--- src/rtl/mnist_pkg.sv ---
// rtl/mnist_pkg.sv - shared classifier constants and argmax state type
package mnist_pkg;

  localparam int DATA_WIDTH  = 6;
  localparam int NUM_CLASSES = 10;
  localparam int IDX_WIDTH   = 4;

  typedef enum logic [1:0] {
    ST_IDLE = 2'd0,
    ST_SCAN = 2'd1,
    ST_HOLD = 2'd2
  } argmax_state_e;

endpackage

--- src/rtl/argmax_fix6_if.sv ---
// rtl/argmax_fix6_if.sv - engine/consumer bundle around the argmax block
//
// Signals:
//   start      engine done pulse, launches a scan
//   score_idx  class index presented to the engine output selector
//   score      engine score for score_idx, valid in the same cycle
//   busy       high while scanning
//   res_valid  result available
//   res_ready  consumer accepts the result
//   digit      winning class index
//   max_score  winning score
//   tie        another class matched max_score
//   overrun    one-cycle pulse when a start is dropped
// Modports: slave = argmax block, master = engine/consumer side.
interface argmax_fix6_if
  import mnist_pkg::*;
#(
  parameter int DATA_WIDTH = mnist_pkg::DATA_WIDTH
);

  logic                         start;
  logic [IDX_WIDTH-1:0]         score_idx;
  logic signed [DATA_WIDTH-1:0] score;
  logic                         busy;
  logic                         res_valid;
  logic                         res_ready;
  logic [IDX_WIDTH-1:0]         digit;
  logic signed [DATA_WIDTH-1:0] max_score;
  logic                         tie;
  logic                         overrun;

  modport slave (
    input  start, score, res_ready,
    output score_idx, busy, res_valid, digit, max_score, tie, overrun
  );

  modport master (
    output start, score, res_ready,
    input  score_idx, busy, res_valid, digit, max_score, tie, overrun
  );

endinterface

--- src/rtl/argmax_fix6.sv ---
// rtl/argmax_fix6.sv - sequential argmax over the engine class scores
//
// Ports:
//   clk  rising-edge clock
//   rst  asynchronous active-low reset
//   bus  argmax_fix6_if.slave (start/score in, index/result/status out)
//
// A start in IDLE scans classes 0..NUM_CLASSES-1, one per cycle, driving
// score_idx and sampling score combinationally. The result is latched on
// entry to HOLD and held until res_valid/res_ready handshake.
module argmax_fix6
  import mnist_pkg::*;
#(
  parameter int DATA_WIDTH  = mnist_pkg::DATA_WIDTH,
  parameter int NUM_CLASSES = mnist_pkg::NUM_CLASSES
) (
  input  logic          clk,
  input  logic          rst,
  argmax_fix6_if.slave  bus
);

  localparam logic [IDX_WIDTH-1:0] K_LAST = IDX_WIDTH'(NUM_CLASSES - 1);

  argmax_state_e                state_q, state_d;
  logic [IDX_WIDTH-1:0]         k_q;
  logic signed [DATA_WIDTH-1:0] best_q;
  logic [IDX_WIDTH-1:0]         best_idx_q;
  logic                         tie_q;

  logic [IDX_WIDTH-1:0]         digit_q;
  logic signed [DATA_WIDTH-1:0] max_q;
  logic                         res_tie_q;
  logic                         overrun_q;

  logic signed [DATA_WIDTH-1:0] cand_best;
  logic [IDX_WIDTH-1:0]         cand_idx;
  logic                         cand_tie;
  logic                         last_k;

  assign last_k = (k_q == K_LAST);

  // Next-state logic
  always_comb begin
    state_d = state_q;
    unique case (state_q)
      ST_IDLE: if (bus.start)     state_d = ST_SCAN;
      ST_SCAN: if (last_k)        state_d = ST_HOLD;
      ST_HOLD: if (bus.res_ready) state_d = ST_IDLE;
      default:                    state_d = ST_IDLE;
    endcase
  end

  // Running compare; equal scores only flag a tie so the lowest index wins.
  always_comb begin
    cand_best = best_q;
    cand_idx  = best_idx_q;
    cand_tie  = tie_q;
    if (k_q == '0) begin
      cand_best = bus.score;
      cand_idx  = '0;
      cand_tie  = 1'b0;
    end else if (bus.score > best_q) begin
      cand_best = bus.score;
      cand_idx  = k_q;
      cand_tie  = 1'b0;
    end else if (bus.score == best_q) begin
      cand_tie  = 1'b1;
    end
  end

  always_ff @(posedge clk or negedge rst) begin
    if (!rst) begin
      state_q    <= ST_IDLE;
      k_q        <= '0;
      best_q     <= '0;
      best_idx_q <= '0;
      tie_q      <= 1'b0;
      digit_q    <= '0;
      max_q      <= '0;
      res_tie_q  <= 1'b0;
      overrun_q  <= 1'b0;
    end else begin
      state_q   <= state_d;
      // Any start outside IDLE is dropped, including one coinciding with the handshake.
      overrun_q <= bus.start && (state_q != ST_IDLE);
      if (state_q == ST_SCAN) begin
        best_q     <= cand_best;
        best_idx_q <= cand_idx;
        tie_q      <= cand_tie;
        if (last_k) begin
          k_q       <= '0;
          digit_q   <= cand_idx;
          max_q     <= cand_best;
          res_tie_q <= cand_tie;
        end else begin
          k_q <= k_q + 1'b1;
        end
      end else begin
        k_q <= '0;
      end
    end
  end

  assign bus.score_idx = (state_q == ST_SCAN) ? k_q : '0;
  assign bus.busy      = (state_q == ST_SCAN);
  assign bus.res_valid = (state_q == ST_HOLD);
  assign bus.digit     = digit_q;
  assign bus.max_score = max_q;
  assign bus.tie       = res_tie_q;
  assign bus.overrun   = overrun_q;

endmodule
--- src/flat_wrapper.sv ---
// flat-port wrapper written by rule: the top's interface ports become plain ports
module argmax_fix6_flat import mnist_pkg::*;
#(
  parameter int DATA_WIDTH  = mnist_pkg::DATA_WIDTH,
  parameter int NUM_CLASSES = mnist_pkg::NUM_CLASSES
)
  (clk, rst, bus_start, bus_score, bus_res_ready, bus_score_idx, bus_busy, bus_res_valid, bus_digit, bus_max_score, bus_tie, bus_overrun);
  argmax_fix6_if #(.DATA_WIDTH(DATA_WIDTH)) bus_i ();
  input  logic clk;
  input  logic rst;
  input wire logic [$bits(bus_i.start)-1:0] bus_start;
  input wire logic [$bits(bus_i.score)-1:0] bus_score;
  input wire logic [$bits(bus_i.res_ready)-1:0] bus_res_ready;
  output wire logic [$bits(bus_i.score_idx)-1:0] bus_score_idx;
  output wire logic [$bits(bus_i.busy)-1:0] bus_busy;
  output wire logic [$bits(bus_i.res_valid)-1:0] bus_res_valid;
  output wire logic [$bits(bus_i.digit)-1:0] bus_digit;
  output wire logic [$bits(bus_i.max_score)-1:0] bus_max_score;
  output wire logic [$bits(bus_i.tie)-1:0] bus_tie;
  output wire logic [$bits(bus_i.overrun)-1:0] bus_overrun;
  assign bus_i.start = bus_start;
  assign bus_i.score = bus_score;
  assign bus_i.res_ready = bus_res_ready;
  assign bus_score_idx = bus_i.score_idx;
  assign bus_busy = bus_i.busy;
  assign bus_res_valid = bus_i.res_valid;
  assign bus_digit = bus_i.digit;
  assign bus_max_score = bus_i.max_score;
  assign bus_tie = bus_i.tie;
  assign bus_overrun = bus_i.overrun;
  argmax_fix6 #(.DATA_WIDTH(DATA_WIDTH), .NUM_CLASSES(NUM_CLASSES)) u_core (.clk(clk), .rst(rst), .bus(bus_i));
endmodule
--- config.mk ---
export PLATFORM = sky130hd
export DESIGN_NAME = argmax_fix6_flat
export DESIGN_NICKNAME = d
export VERILOG_FILES = /design/src/rtl/mnist_pkg.sv /design/src/rtl/argmax_fix6_if.sv /design/src/rtl/argmax_fix6.sv /design/src/flat_wrapper.sv
export SDC_FILE = /design/constraint.sdc
export NUM_CORES = 1
export LEC_CHECK = 0
export BUFFER_PORTS_ARGS = -buffer_cell sky130_fd_sc_hd__buf_4
export CAP_MARGIN = 0
export CORE_MARGIN = 2
export CORE_UTILIZATION = 29
export CTS_CLUSTER_SIZE = 10
export DETAILED_ROUTE_END_ITERATION = 16
export GPL_ROUTABILITY_DRIVEN = 0
export SLEW_MARGIN = 20
export SYNTH_ARGS = -nofsm -noshare
export SYNTH_HDL_FRONTEND = slang
export SYNTH_SLANG_ARGS = --single-unit
--- constraint.sdc ---
create_clock -name clk -period 4.8 [get_ports clk]
set_input_delay 0.24 -clock clk [delete_from_list [all_inputs] [get_ports clk]]
set_output_delay 0.24 -clock clk [all_outputs]
set_load 0.02 [all_outputs]
; ---- Word level (Yosys, flattened, before mapping)
; Cells that the tools add are included.
[word_totals]
regBits = 29
out_inout_bits = 18
inputBits = 10
wordCells = 38
[op_classes]
magnitude_cmp = 1
addsub = 1
n_reduce_logical = 6
eq_ne = 7
n_mux = 14
[ops]
columns = cell, n
row1 = 4-bit two-way mux, 5
row2 = 6-bit two-way mux, 2
row3 = 6-bit == test, 1
row4 = 6-bit greater-than comparator, 1
row5 = 2-bit two-way mux, 3
row6 = 2-bit case mux with 3 select lines, 1
row7 = 4-bit by 1-bit adder with 4-bit output (second input constant), 1
row8 = 4-bit == test (second input constant), 1
row9 = 4-bit logical NOT, 1
row10 = 2-bit != test (second input constant), 2
row11 = 1-bit two-way mux, 3
row12 = 3-bit AND reduction, 1
row13 = 2-bit by 1-bit == test with 1-bit output (second input constant), 1
row14 = 2-bit == test (second input constant), 1
row15 = 2-bit logical NOT, 1
row16 = 2-bit by 1-bit != test with 1-bit output (second input constant), 1
row17 = 2-bit AND reduction, 1
row18 = 2-bit nonzero test, 1
row19 = 1-bit logical AND, 1

; ---- Depth between registers and ports, before layout
[logic_depth]
word_depth = 4
ltp_mapped = 7
depth_no_buf = 7

; ---- Worst setup path after synthesis
; No wires, ideal clock.
[synth_timing]
path_kind = reg-to-reg
startpoint = register u_core.k_q[0]
endpoint = register u_core.best_q[0]
path_buffers = 0
slack_ns = 2.651
arrival_ns = 2.024
t_required_ns = 4.675
setup_time_ns = 0.125
synth_period_minus_slack_ns = 2.149
stages_incl_launch_ff = 8
cell_sequence = dfrtp_1 > inv_1 > ha_1 > or3b_4 > a21boi_4 > a32oi_4 > nand2_4 > mux2_2
[synth_via]
elab_chain_cells = 2
[synth_lines]
columns = element, line_no
row1 = from (decl), argmax_fix6.sv:25  ; logic [IDX_WIDTH-1:0] k_q;
row2 = from (signal assigned), argmax_fix6.sv:96  ; k_q <= k_q + 1'b1;
row3 = 4-bit logical NOT, argmax_fix6.sv:58  ; if (k_q == '0) begin
row4 = 6-bit two-way mux, argmax_fix6.sv:58
row5 = to (signal assigned), argmax_fix6.sv:87  ; best_q <= cand_best;
row6 = to (decl), argmax_fix6.sv:26  ; logic signed [DATA_WIDTH-1:0] best_q;
; No other way between the ends.
; A chain may end at the register's enable or synchronous reset.

; ---- Worst setup path after layout
; Ends and elaborated chain as after synthesis.

==> flow_summary.yaml <==
status:
  outcome: "completed"
floorplan:
  start_util_pct: 29.6
  dieArea_um2: 5730
  ioPinCount: 28
  fp.dieH_um: 75.7
  num_rows: 26
  die_x_um: 75.7
  core-area_um2: 5040
setup_path:
  ff2ff_setup_slack_ns: 2.46
  rr_worst_depth: 7
  cp-start-kind: "flop"
  r2r-start: "u_core.k_q[0]"
  crit_type: "flop to flop"
  crit_fanout: 9
  end_kind: "flop"
  critPathLaunch: "u_core.k_q[0]"
  cp.required_ns: 4.96
  critPathSlowestCell: "a32oi_4"
  worstPathCellList: "inv_1, ha_1, or3b_4, a21boi_4, a32oi_4, nand2_4, mux2_2"
  max_stage_delay_ns: 0.47
  critical_path_arrival_ns: 2.50
  reg2reg_to: "u_core.best_q[0]"
yosys:
  syn_nets: 158
  synth_cell_types: 36
  synthFlopType: "dfrtp_1"
  ys_seq_area_share_pct: 48.7
  ys_warn_count: 0
  syn_area_um2: 1490
  ys_ff_latch: 29
  async_flop_share_pct: 100
  synth-edff-count: 0
  syn_area_per_cell_um2: 10.7
  synthCells: 139
hold_path:
  hold_path_depth: 2
  hp-start: "bus_start"
  min_to: "u_core.bus.overrun"
  min-delay-path-class: "input port to flop"
pwr:
  cellPowerDensity_nw_per_um2: 736
  power.total_mw: 1.36
  leakage_nw: 0.899
  ir_drop_uv: 248
route:
  wire_per_inst_um: 11.7
  drt-vias-per-instance: 4.45
  drt-total-wl_um: 2840
  drc_errors: 0
  num_vias: 1078
  dr.pass1.iters: 4
  drt_first_iter_violations: 47
  drtAntennaViolNets: 0
timing:
  maxSlewViolCount: 0
  worst_slew_pin_slew_ns: 0.995
  setup_viol: 0
  slew_headroom_pct: 33.4
  clock.fmax_mhz: 427
  rsz0062_at_grt: "no"
  fin_skew_ns: 0.00165
  finalCritPeriodShare_pct: 48.7
  final_hold_viol_count: 0
  tns_ns: 0
  layout_min_cycle_time_ns: 2.34
global_routing:
  grt_max_degree: 30
  grt_pass1_wl_um: 4670
  grt_pass1_vias: 1034
  grt_usage_pct: 11.0
  antenna_found_initial: 0
  gr-total-overflow: 0
layout:
  layout_common_cells: "29 x dfrtp_1, 27 x buf_4, 15 x nor2_1"
  n_antenna_cell: 0
  final_cells: 242
  finalNetCount: 190
  syn_to_final_growth_pct: 24.2
  layout_commonest_cell: "dfrtp_1"
  post_route_cells_drive_above_1_share_pct: 26.7
clock_network:
  cts.sinks: 29
  clkLatencyLatePin_ns: 0.27
  cts_resized: 0
  cts_tree: "yes"
  cts_hold_buf: 1
  ctsRootBufferMaster: "clkbuf_8"
  cts_buffer_depth: 2
  post_cts_buffers: 0
  cts_buffers: 5
  path_clk_slew_ns: 0.06
  htree_levels: 2
placement:
  placed_cells: 233
  portBuffers: 27
  hpwl_um: 2070
run:
  cap_violations: 0
-- cells in the mapped netlist (all sizes together) (4+ instances only) --
library cell / n / share of area [%]
dfrtp: 29 / 49
nor2: 15 / 3.8
nand2: 12 / 3.5
a21oi: 11 / 3.7
inv: 11 / 2.8
ha: 9 / 7.6
mux2i: 9 / 6.0
mux2: 6 / 4.5
o21ai: 4 / 1.3
-- cell families (layout without fill, tap and decap cells) --
family          count (synthesis)  count (layout)  share of synthesized area [%]
simple gates                   41              41                           13.7
compound gates                 29              29                           14.7
flops                          29              29                           48.7
mux                            15              15                           10.6
buf+inv                        15              48                           4.28
fa+ha+maj                       9               9                           7.55
xor+xnor                        1               1                          0.587
-- through the flow --
| stage | setup WS, ns | hold slack, ns | utilization, % | cell area [um^2] |
|---|---|---|---|---|
| after CTS | 2.43 | 0.175 | 36.7 | 1850 |
| after global routing | 2.32 | 0.181 | 36.7 | 1850 |
| after detailed placement | 2.44 | 0.193 | 35.0 | 1760 |
| after global placement | 2.49 | 0.191 | 35.0 | 1760 |
| final | 2.46 | 0.182 | 36.7 | 1850 |
| after floorplan | 2.65 | -0.0556 | - | 1490 |
-- cell type report --
| cell class | count | area [um^2] |
|---|---|---|
| clock buffers | 8 | 80.1 |
| fillers | 521 | 3190 |
| inverters | 12 | 45.0 |
| multi-input cells | 95 | 702 |
| flip-flops and latches | 29 | 726 |
| well taps | 70 | 87.6 |
| repair buffers | 28 | 213 |
-- worst max path at each step --
stage	slack [ns]	end	cells past startpoint
2_1_floorplan	2.65	u_core.best_q[0]	7
3_3_place_gp	2.49	u_core.best_q[1]	7
3_5_place_dp	2.44	u_core.best_q[0]	7
4_1_cts	2.43	u_core.best_q[0]	7
5_1_grt	2.32	u_core.best_q[0]	7
6_report	2.46	u_core.best_q[0]	7
-- flip-flops by register name, summed over array words and instances, names as in the netlist --
register,count
u_core.best_q,6
u_core.k_q,4
u_core.tie_q,1
u_core.state_q,2
u_core.best_idx_q,4
u_core.bus.overrun,1
u_core.bus.digit,4
u_core.bus.tie,1
u_core.bus.max_score,6
-- report_power, final --
part / total [mW] / switching (mW) / internal [mW]
combinational: 0.741 / 0.388 / 0.354
clock: 0.187 / 0.0845 / 0.103
sequential: 0.435 / 0.0783 / 0.356
-- critical path, delay by kind of cell, from the launching register on --
| family | cells | cell delay, ns |
|---|---|---|
| AO/OA/AOI/OAI | 2 | 0.63 |
| AND/OR/NAND/NOR | 2 | 0.58 |
| flip-flops | 1 | 0.44 |
| multiplexers | 1 | 0.31 |
| adder cells (fa/ha/maj) | 1 | 0.16 |
| buffers and inverters | 1 | 0.10 |
-- routing by layer --
metal / global-route usage [%] / vias to the layer above / share of wire, % / routed length, um
li1: - / 545 / - / -
met2: 17.0 / 25 / 45 / 1270
met4: 4.09 / 0 / 1.4 / 40
met3: 3.84 / 7 / 4.8 / 136
met1: 14.3 / 501 / 49 / 1390
met5: 0 / - / 0 / 0
Power figures use the tool's default switching activity.
